[src/rtl/fetch_pkg.sv]
// Shared definitions for the instruction-fetch front end: state encoding,
// PC constants and the PC increment helper.
package fetch_pkg;

  typedef logic [1:0] fetch_state_t;

  localparam fetch_state_t ST_REQ     = 2'd0;
  localparam fetch_state_t ST_WAIT    = 2'd1;
  localparam fetch_state_t ST_HOLD    = 2'd2;
  localparam fetch_state_t ST_DISCARD = 2'd3;

  localparam int unsigned INSTR_BYTES      = 4;
  localparam logic [31:0] RESET_PC_DEFAULT = 32'h0000_0000;
  localparam logic [31:0] PC_ALIGN_MASK    = 32'hFFFF_FFFC;

  // Wraps modulo 2^32 by construction of the 32-bit result.
  function automatic logic [31:0] pc_inc(input logic [31:0] pc);
    return pc + 32'(INSTR_BYTES);
  endfunction

endpackage

[src/rtl/fetch_skid_buf.sv]
// One-entry {valid, addr, instr} holding register. Catches a response that
// arrives while the output register is stalled. Clear beats load beats pop.
module fetch_skid_buf
  import fetch_pkg::*;
(
  input  logic        clk_i,
  input  logic        rst_i,
  input  logic        clear_i,
  input  logic        load_i,
  input  logic        pop_i,
  input  logic [31:0] addr_i,
  input  logic [31:0] instr_i,
  output logic        valid_o,
  output logic [31:0] addr_o,
  output logic [31:0] instr_o
);

  logic        valid_q, valid_d;
  logic [31:0] addr_q, addr_d;
  logic [31:0] instr_q, instr_d;

  always_comb begin
    valid_d = valid_q;
    addr_d  = addr_q;
    instr_d = instr_q;
    if (clear_i) begin
      valid_d = 1'b0;
      addr_d  = '0;
      instr_d = '0;
    end else if (load_i) begin
      valid_d = 1'b1;
      addr_d  = addr_i;
      instr_d = instr_i;
    end else if (pop_i) begin
      valid_d = 1'b0;
      addr_d  = '0;
      instr_d = '0;
    end
  end

  always_ff @(posedge clk_i) begin
    if (rst_i) begin
      valid_q <= 1'b0;
      addr_q  <= '0;
      instr_q <= '0;
    end else begin
      valid_q <= valid_d;
      addr_q  <= addr_d;
      instr_q <= instr_d;
    end
  end

  assign valid_o = valid_q;
  assign addr_o  = addr_q;
  assign instr_o = instr_q;

endmodule

[src/rtl/if_fetch_unit.sv]
// Instruction-fetch front end: owns the PC, issues one outstanding imem
// request at a time, and delivers (addr, instr) into the IF/ID register.
module if_fetch_unit
  import fetch_pkg::*;
#(
  parameter logic [31:0] RESET_PC = RESET_PC_DEFAULT
) (
  input  logic        clk_i,
  input  logic        rst_i,
  input  logic        stall_i,
  input  logic        redirect_i,
  input  logic [31:0] redirect_pc_i,
  output logic        imem_req_o,
  output logic [31:0] imem_addr_o,
  input  logic        imem_ready_i,
  input  logic        imem_rvalid_i,
  input  logic [31:0] imem_rdata_i,
  output logic        valid_o,
  output logic [31:0] addr_o,
  output logic [31:0] instr_o
);

  fetch_state_t state_q, state_d;
  logic [31:0]  pc_q, pc_d;
  logic         started_q;
  logic         out_v_q, out_v_d;
  logic [31:0]  out_addr_q, out_addr_d;
  logic [31:0]  out_instr_q, out_instr_d;

  logic         skid_v;
  logic [31:0]  skid_addr, skid_instr;
  logic         skid_load, skid_pop, skid_clear;

  logic         accept, consume, redir_to_discard;

  // started_q keeps the request low for the first cycle out of reset.
  assign imem_req_o  = started_q && (state_q == ST_REQ);
  assign imem_addr_o = pc_q;

  assign accept  = imem_req_o && imem_ready_i;
  assign consume = out_v_q && !stall_i;

  // A redirect only has to swallow a response that is still on its way.
  assign redir_to_discard = ((state_q == ST_WAIT)    && !imem_rvalid_i) ||
                            ((state_q == ST_REQ)     && accept)         ||
                            ((state_q == ST_DISCARD) && !imem_rvalid_i);

  fetch_skid_buf u_skid (
    .clk_i   (clk_i),
    .rst_i   (rst_i),
    .clear_i (skid_clear),
    .load_i  (skid_load),
    .pop_i   (skid_pop),
    .addr_i  (pc_q),
    .instr_i (imem_rdata_i),
    .valid_o (skid_v),
    .addr_o  (skid_addr),
    .instr_o (skid_instr)
  );

  always_comb begin
    state_d     = state_q;
    pc_d        = pc_q;
    out_v_d     = out_v_q;
    out_addr_d  = out_addr_q;
    out_instr_d = out_instr_q;
    skid_load   = 1'b0;
    skid_pop    = 1'b0;
    skid_clear  = 1'b0;

    if (consume) begin
      out_v_d     = 1'b0;
      out_addr_d  = '0;
      out_instr_d = '0;
    end

    case (state_q)
      ST_REQ: begin
        if (accept) state_d = ST_WAIT;
      end
      ST_WAIT: begin
        if (imem_rvalid_i) begin
          pc_d = pc_inc(pc_q);
          if (!out_v_q || consume) begin
            out_v_d     = 1'b1;
            out_addr_d  = pc_q;
            out_instr_d = imem_rdata_i;
            state_d     = ST_REQ;
          end else begin
            skid_load = 1'b1;
            state_d   = ST_HOLD;
          end
        end
      end
      ST_HOLD: begin
        if (consume && skid_v) begin
          out_v_d     = 1'b1;
          out_addr_d  = skid_addr;
          out_instr_d = skid_instr;
          skid_pop    = 1'b1;
          state_d     = ST_REQ;
        end
      end
      default: begin
        if (imem_rvalid_i) state_d = ST_REQ;
      end
    endcase

    if (redirect_i) begin
      pc_d        = redirect_pc_i & PC_ALIGN_MASK;
      out_v_d     = 1'b0;
      out_addr_d  = '0;
      out_instr_d = '0;
      skid_load   = 1'b0;
      skid_pop    = 1'b0;
      skid_clear  = 1'b1;
      state_d     = redir_to_discard ? ST_DISCARD : ST_REQ;
    end
  end

  always_ff @(posedge clk_i) begin
    if (rst_i) begin
      state_q     <= ST_REQ;
      pc_q        <= RESET_PC;
      started_q   <= 1'b0;
      out_v_q     <= 1'b0;
      out_addr_q  <= '0;
      out_instr_q <= '0;
    end else begin
      state_q     <= state_d;
      pc_q        <= pc_d;
      started_q   <= 1'b1;
      out_v_q     <= out_v_d;
      out_addr_q  <= out_addr_d;
      out_instr_q <= out_instr_d;
    end
  end

  assign valid_o = out_v_q;
  assign addr_o  = out_addr_q;
  assign instr_o = out_instr_q;

endmodule
[config.mk]
export PLATFORM = sky130hd
export DESIGN_NAME = if_fetch_unit
export DESIGN_NICKNAME = d
export VERILOG_FILES = /design/src/rtl/fetch_pkg.sv /design/src/rtl/fetch_skid_buf.sv /design/src/rtl/if_fetch_unit.sv
export SDC_FILE = /design/constraint.sdc
export NUM_CORES = 1
export LEC_CHECK = 0
export ABC_CLOCK_PERIOD_IN_PS = 2390
export CAP_MARGIN = 20
export CORE_MARGIN = 2
export CORE_UTILIZATION = 52
export CTS_BUF_LIST = sky130_fd_sc_hd__clkbuf_8
export CTS_CLUSTER_SIZE = 8
export DETAILED_ROUTE_END_ITERATION = 12
export GPL_TIMING_DRIVEN = 0
export PLACE_DENSITY = 0.88
export SYNTH_ARGS = -nofsm -noshare
export SYNTH_HDL_FRONTEND = slang
export SYNTH_HIERARCHICAL = 1
export SYNTH_SLANG_ARGS = --single-unit
[constraint.sdc]
create_clock -name clk_i -period 2.39 [get_ports clk_i]
set_input_delay 0.478 -clock clk_i [delete_from_list [all_inputs] [get_ports clk_i]]
set_output_delay 0.478 -clock clk_i [all_outputs]
set_load 0.02 [all_outputs]
After elaboration in Yosys (flattened, before gate mapping)
Index checks and enable logic that the tools add are counted.

word-level totals
  register bits = 165
  input bits = 70
  output and inout port bits = 98
  word-level logic and storage cells = 80

operators by class
  $add $sub $neg = 1
  equal/unequal tests = 6
  mux-type cells = 40
  reduce and logical (&&, ||, !) cells = 23

operators by type and width
  kind                                                                   count
  32-bit two-way mux                                                     14
  32-bit one-hot mux with 2 select lines                                 2
  32-bit by 3-bit adder with 32-bit output, second input constant        1
  1-bit two-way mux                                                      15
  2-bit two-way mux                                                      7
  3-bit != test, second input constant                                   3
  1-bit logical AND                                                      7
  2-bit one-hot mux with 3 select lines                                  1
  2-bit nonzero test                                                     3
  2-bit equality test, second input constant                             2
  2-bit AND reduction                                                    2
  4-bit AND reduction                                                    1
  4-bit nonzero test                                                     1
  2-bit OR reduction                                                     2
  1-bit zero test                                                        3
  1-bit logical OR                                                       3
  2-bit by 1-bit equality test with 1-bit output, second input constant  1
  2-bit zero test                                                        1
  1-bit one-hot mux with 2 select lines                                  1

Logic depth before layout (Yosys ltp)
  depth in word-level cells = 8
  depth in mapped cells = 9
  mapped depth without buffers = 6

By module
The synthesis kept the hierarchy.

modules (own cells, without submodules)
  module          instances  cells each  area each (sq um)  seq. area each (sq um)
  if_fetch_unit   1          567         4693.3             1961.9
  fetch_skid_buf  1          289         2617.5             1301.2

Worst setup path before layout
No wires, ideal clock.

  path type = register to register
  start point = register pc_q[2] (netlist: imem_addr_o[2])
  end point = register pc_q[20] (netlist: imem_addr_o[20])
  library setup time = 112 ps
  data arrival time = 2156 ps
  data required time = 2278 ps
  path slack = 122 ps
  cell stages (with the launch flop) = 7
  path buffers = 1
  clock period less this slack = 2268 ps
  cells stage by stage = dfxtp_1 -> ha_1 -> nand3_2 -> or4_1 -> buf_2 -> or3_1 -> a2111oi_1

on the way
  longest elaborated chain between the ends = 4

ends and longest elaborated chain
  what                                      RTL line              text
  start, declared                           if_fetch_unit.sv:24   logic [31:0] pc_q, pc_d;
  start signal, assigned                    if_fetch_unit.sv:131  pc_q <= pc_d;
  32-bit by 3-bit adder with 32-bit output  fetch_pkg.sv:18       return pc + 32'(INSTR_BYTES);
  32-bit two-way mux                        if_fetch_unit.sv:82   if (imem_rvalid_i) begin
  32-bit two-way mux                        if_fetch_unit.sv:77   case (state_q)
  32-bit two-way mux                        if_fetch_unit.sv:109  if (redirect_i) begin

Every way passes these cells. The select of a mux whose other input is x is not followed.
A chain may end at the register's enable or synchronous reset.

Final worst setup path
  start point = input port redirect_i
  end point = register u_skid.addr_q[15] (netlist: u_skid/addr_o[15])

on the way
  longest elaborated chain between the ends = 2
  elaborated cells between the ends (all ways) = 6
  classes of those cells = 4 x mux; 2 x reduce/logical

ends and longest elaborated chain
  what                                                             RTL line              text
  start, declared                                                  if_fetch_unit.sv:11   input logic redirect_i,
  1-bit two-way mux (*)                                            if_fetch_unit.sv:109
  net skid_load                                                    if_fetch_unit.sv:32   logic skid_load, skid_pop, skid_clear;
  32-bit two-way mux / 2-bit nonzero test (equally long branches)  --
  end signal, assigned                                             fetch_skid_buf.sv:48  addr_q <= addr_d;
  end, declared                                                    fetch_skid_buf.sv:19  logic [31:0] addr_q, addr_d;

Mark *: on every way through the listed nets, which the timed path passes. The rest lies on a longest branch.

==> results_dict.tcl <==
set metrics [dict create \
    outcome "finished clean" \
    power_density_mw_per_mm2 604 \
    hold_ws_ps 419 \
    routed_via_density 6.06 \
    drtIter0Drc 824 \
    area_delta_synth_final_pct 33.5 \
    met2_usage_pct 46.6 \
    setup_viol 0 \
    pin_count 168 \
    grt_pass1_wl_um 34400 \
    route.vias.total 7479 \
    place_area_sq_mm 0.00917 \
    synth_edf_count 0 \
    irDropWorstVdd_v 0.000320 \
    rows 43 \
    cts_buffer_depth 2 \
    clock-root-buffer "clkbuf_8" \
    final_common_cell "clkdlybuf4s50_1" \
    slowest_stage "clkdlybuf4s50_1" \
    finalClockSkew_ps 10.7 \
    cts_buffers 17 \
    cp_max_fo 19 \
    synth_area_sq_mm 0.00731 \
    gr-usage-met1_pct 37.4 \
    design_area_sq_mm 0.00976 \
    crit_family "buffers and inverters" \
    maxCapViolCount 0 \
    die-area_sq_mm 0.0150 \
    slew_headroom_pct 56.6 \
    firstDrtPassIters 5 \
    place_congestion 0.923 \
    seq_area_frac_synth_pct 44.6 \
    ys.flop_type "dfxtp_1" \
    crit_buf_inv 5 \
    cp-end-kind "flop" \
    rsz0062_at_grt "false" \
    diodes 0 \
    ff2ff_setup_slack_ps 90 \
    clock_latency_ps 460 \
    wl_per_cell_um 17.9 \
    crit_chain "clkdlybuf4s50_1 -> clkbuf_2 -> clkbuf_2 -> nor4_4 -> buf_6 -> buf_6 -> or3b_1 -> a21oi_1" \
    hp-start "imem_rvalid_i" \
    hold_viol_final 0 \
    grt_start_max_net_pins 20 \
    ff2ff_path_depth 6 \
    post-dp-hpwl_um 15200 \
    avgSynthCellArea_sq_um 8.54 \
    holdPathEnd "imem_addr_o[3]$_SDFFE_PP0P_" \
    die_w_um 123 \
    max_freq_ghz 0.429 \
    cp_data_arrival_time_ps 2700 \
    layout.nets 1118 \
    antenna_found_initial 0 \
    first_global_vias 6923 \
    grt_use_total_pct 29.0 \
    startpoint_type "input pin" \
    core_area_sq_mm 0.0138 \
    grt-ovfl-total 0 \
    worstHoldPathCells 3 \
    slowest_delay_ps 600 \
    initial_utilization_pct 52.9 \
    tritoncts "done" \
    period_share_pct 97.4 \
    r2r_end "imem_addr_o[20]$_SDFFE_PP0P_" \
    path_clk_slew_ps 80 \
    grt-busiest-layer "met2" \
    ant_nets 0 \
    yosys_warnings 6 \
    fin_total_pwr_mw 5.89 \
    crit_type "input pin to flop" \
    leakagePower_nw 3.09 \
    tightest_slew_ps 650 \
    port_buffers 162 \
    syn_inst 856 \
    hp-class "input pin to flop" \
    drt_wl_total_um 22100 \
    synthArstFlopShare_pct 0 \
    r2r_start "imem_addr_o[3]$_SDFFE_PP0P_" \
    drive_above_1_share_pct 8.72 \
    synth_cell_types 57 \
    fin_crit_ps 2330 \
    worst-path-stages 8 \
    critPathRequiredTime_ps 2770 \
    cts_hold_buf 0 \
    met3_usage_pct 5.39 \
    layout_common_cells "clkdlybuf4s50_1 (161), dfxtp_1 (159), nand2_1 (151)" \
    drv_slew 0 \
    synth-seq-cells 163 \
    clock_sink_count 163 \
    cts_max_level 4 \
    dieHeight_um 123 \
    drt_drc_violations_left 0 \
]
[worst min-delay path, stage by stage]
cell	delay (ps)
buf_2	170
nand3_1	100
a311oi_1	80
[Yosys cell counts, drive strengths merged, types with 3 or more instances]
library cell / number / area, sq um
nor4: 10 / 62.6
a211oi: 11 / 82.6
or2: 3 / 18.8
or3b: 64 / 561
ha: 5 / 62.6
nand2: 151 / 567
inv: 15 / 56.3
nor2: 29 / 109
a311oi: 9 / 78.8
a2111oi: 5 / 45.0
or3: 7 / 43.8
xnor2: 8 / 70.1
nand3: 9 / 50.1
a32oi: 65 / 569
nor2b: 4 / 25.0
clkbuf: 53 / 199
a21oi: 133 / 666
dfxtp: 163 / 3260
o21ai: 13 / 65.1
or4: 6 / 46.3
buf: 31 / 198
nand4: 9 / 71.3
and4: 10 / 87.6
nor3: 11 / 55.1
[area by class of cell]
cell class,count,area (sq um)
sequential,163,3270
buffer,82,413
timing repair buffer,167,1660
inverter,16,60.1
clock buffer,17,234
fill,1091,4070
tap,180,225
clock inverter,14,245
multi-input combinational,596,3650
[through the flow]
step	worst slack (ps)	setup TNS (ps)	util, %	std cells
global route	16.3	0	70.6	1235
finish	61.6	0	70.6	1235
detailed placement	-947	-71030	66.3	1202
global placement	-887	-66810	66.3	1201
CTS	18.4	0	70.1	1232
floorplan	122	0	-	859
[logic make-up after synthesis]
group / share of synthesized area, %
flip-flops: 44.6
multiplexers: 0.274
other: 0.0513
buffers and inverters: 6.25
XOR/XNOR: 1.08
AO/OA/AOI/OAI: 22.6
adder cells (fa/ha/maj): 0.856
AND/OR/NAND/NOR: 24.2
[state kept, by name, summed over array words and instances (netlist names)]
signal	flops
addr_o	32
imem_addr_o	30
instr_o	32
started_q	1
state_q	2
u_skid/addr_o	32
u_skid/instr_o	32
u_skid/valid_o	1
valid_o	1
[worst max path at each step]
stage,from,slack [ps],endpoint
after floorplan,imem_addr_o[2]$_SDFFE_PP0P_,120,imem_addr_o[20]$_SDFFE_PP0P_
after global placement,redirect_i,-890,u_skid/addr_o[12]$_SDFFE_PP0P_
after detailed placement,redirect_i,-950,u_skid/addr_o[15]$_SDFFE_PP0P_
after CTS,imem_addr_o[3]$_SDFFE_PP0P_,20,imem_addr_o[20]$_SDFFE_PP0P_
after global routing,imem_addr_o[5]$_SDFFE_PP0P_,20,imem_addr_o[24]$_SDFFE_PP0P_
final,redirect_i,60,u_skid/addr_o[15]$_SDFFE_PP0P_
[power by group]
group,switching [mW],internal (mW),total [mW]
sequential,0.0862,2.76,2.84
combinational,0.359,0.264,0.623
clock,0.993,1.43,2.42
total,1.44,4.45,5.89
[routing by layer]
layer	share of wire [%]	vias up
li1	-	3511
met1	42	3478
met2	47	428
met3	8.1	62
met4	3.3	0
met5	0	-
[timing repair]
action | in CTS | in global routing
setup endpoints to repair | 136 | 125
pin swaps | 0 | 2
endpoints found under the hold margin | 0 | 0
gates resized for setup | 15 | 25
buffers inserted | 0 | 4
gates cloned | 0 | 0
(Power assumes the default switching activity.)
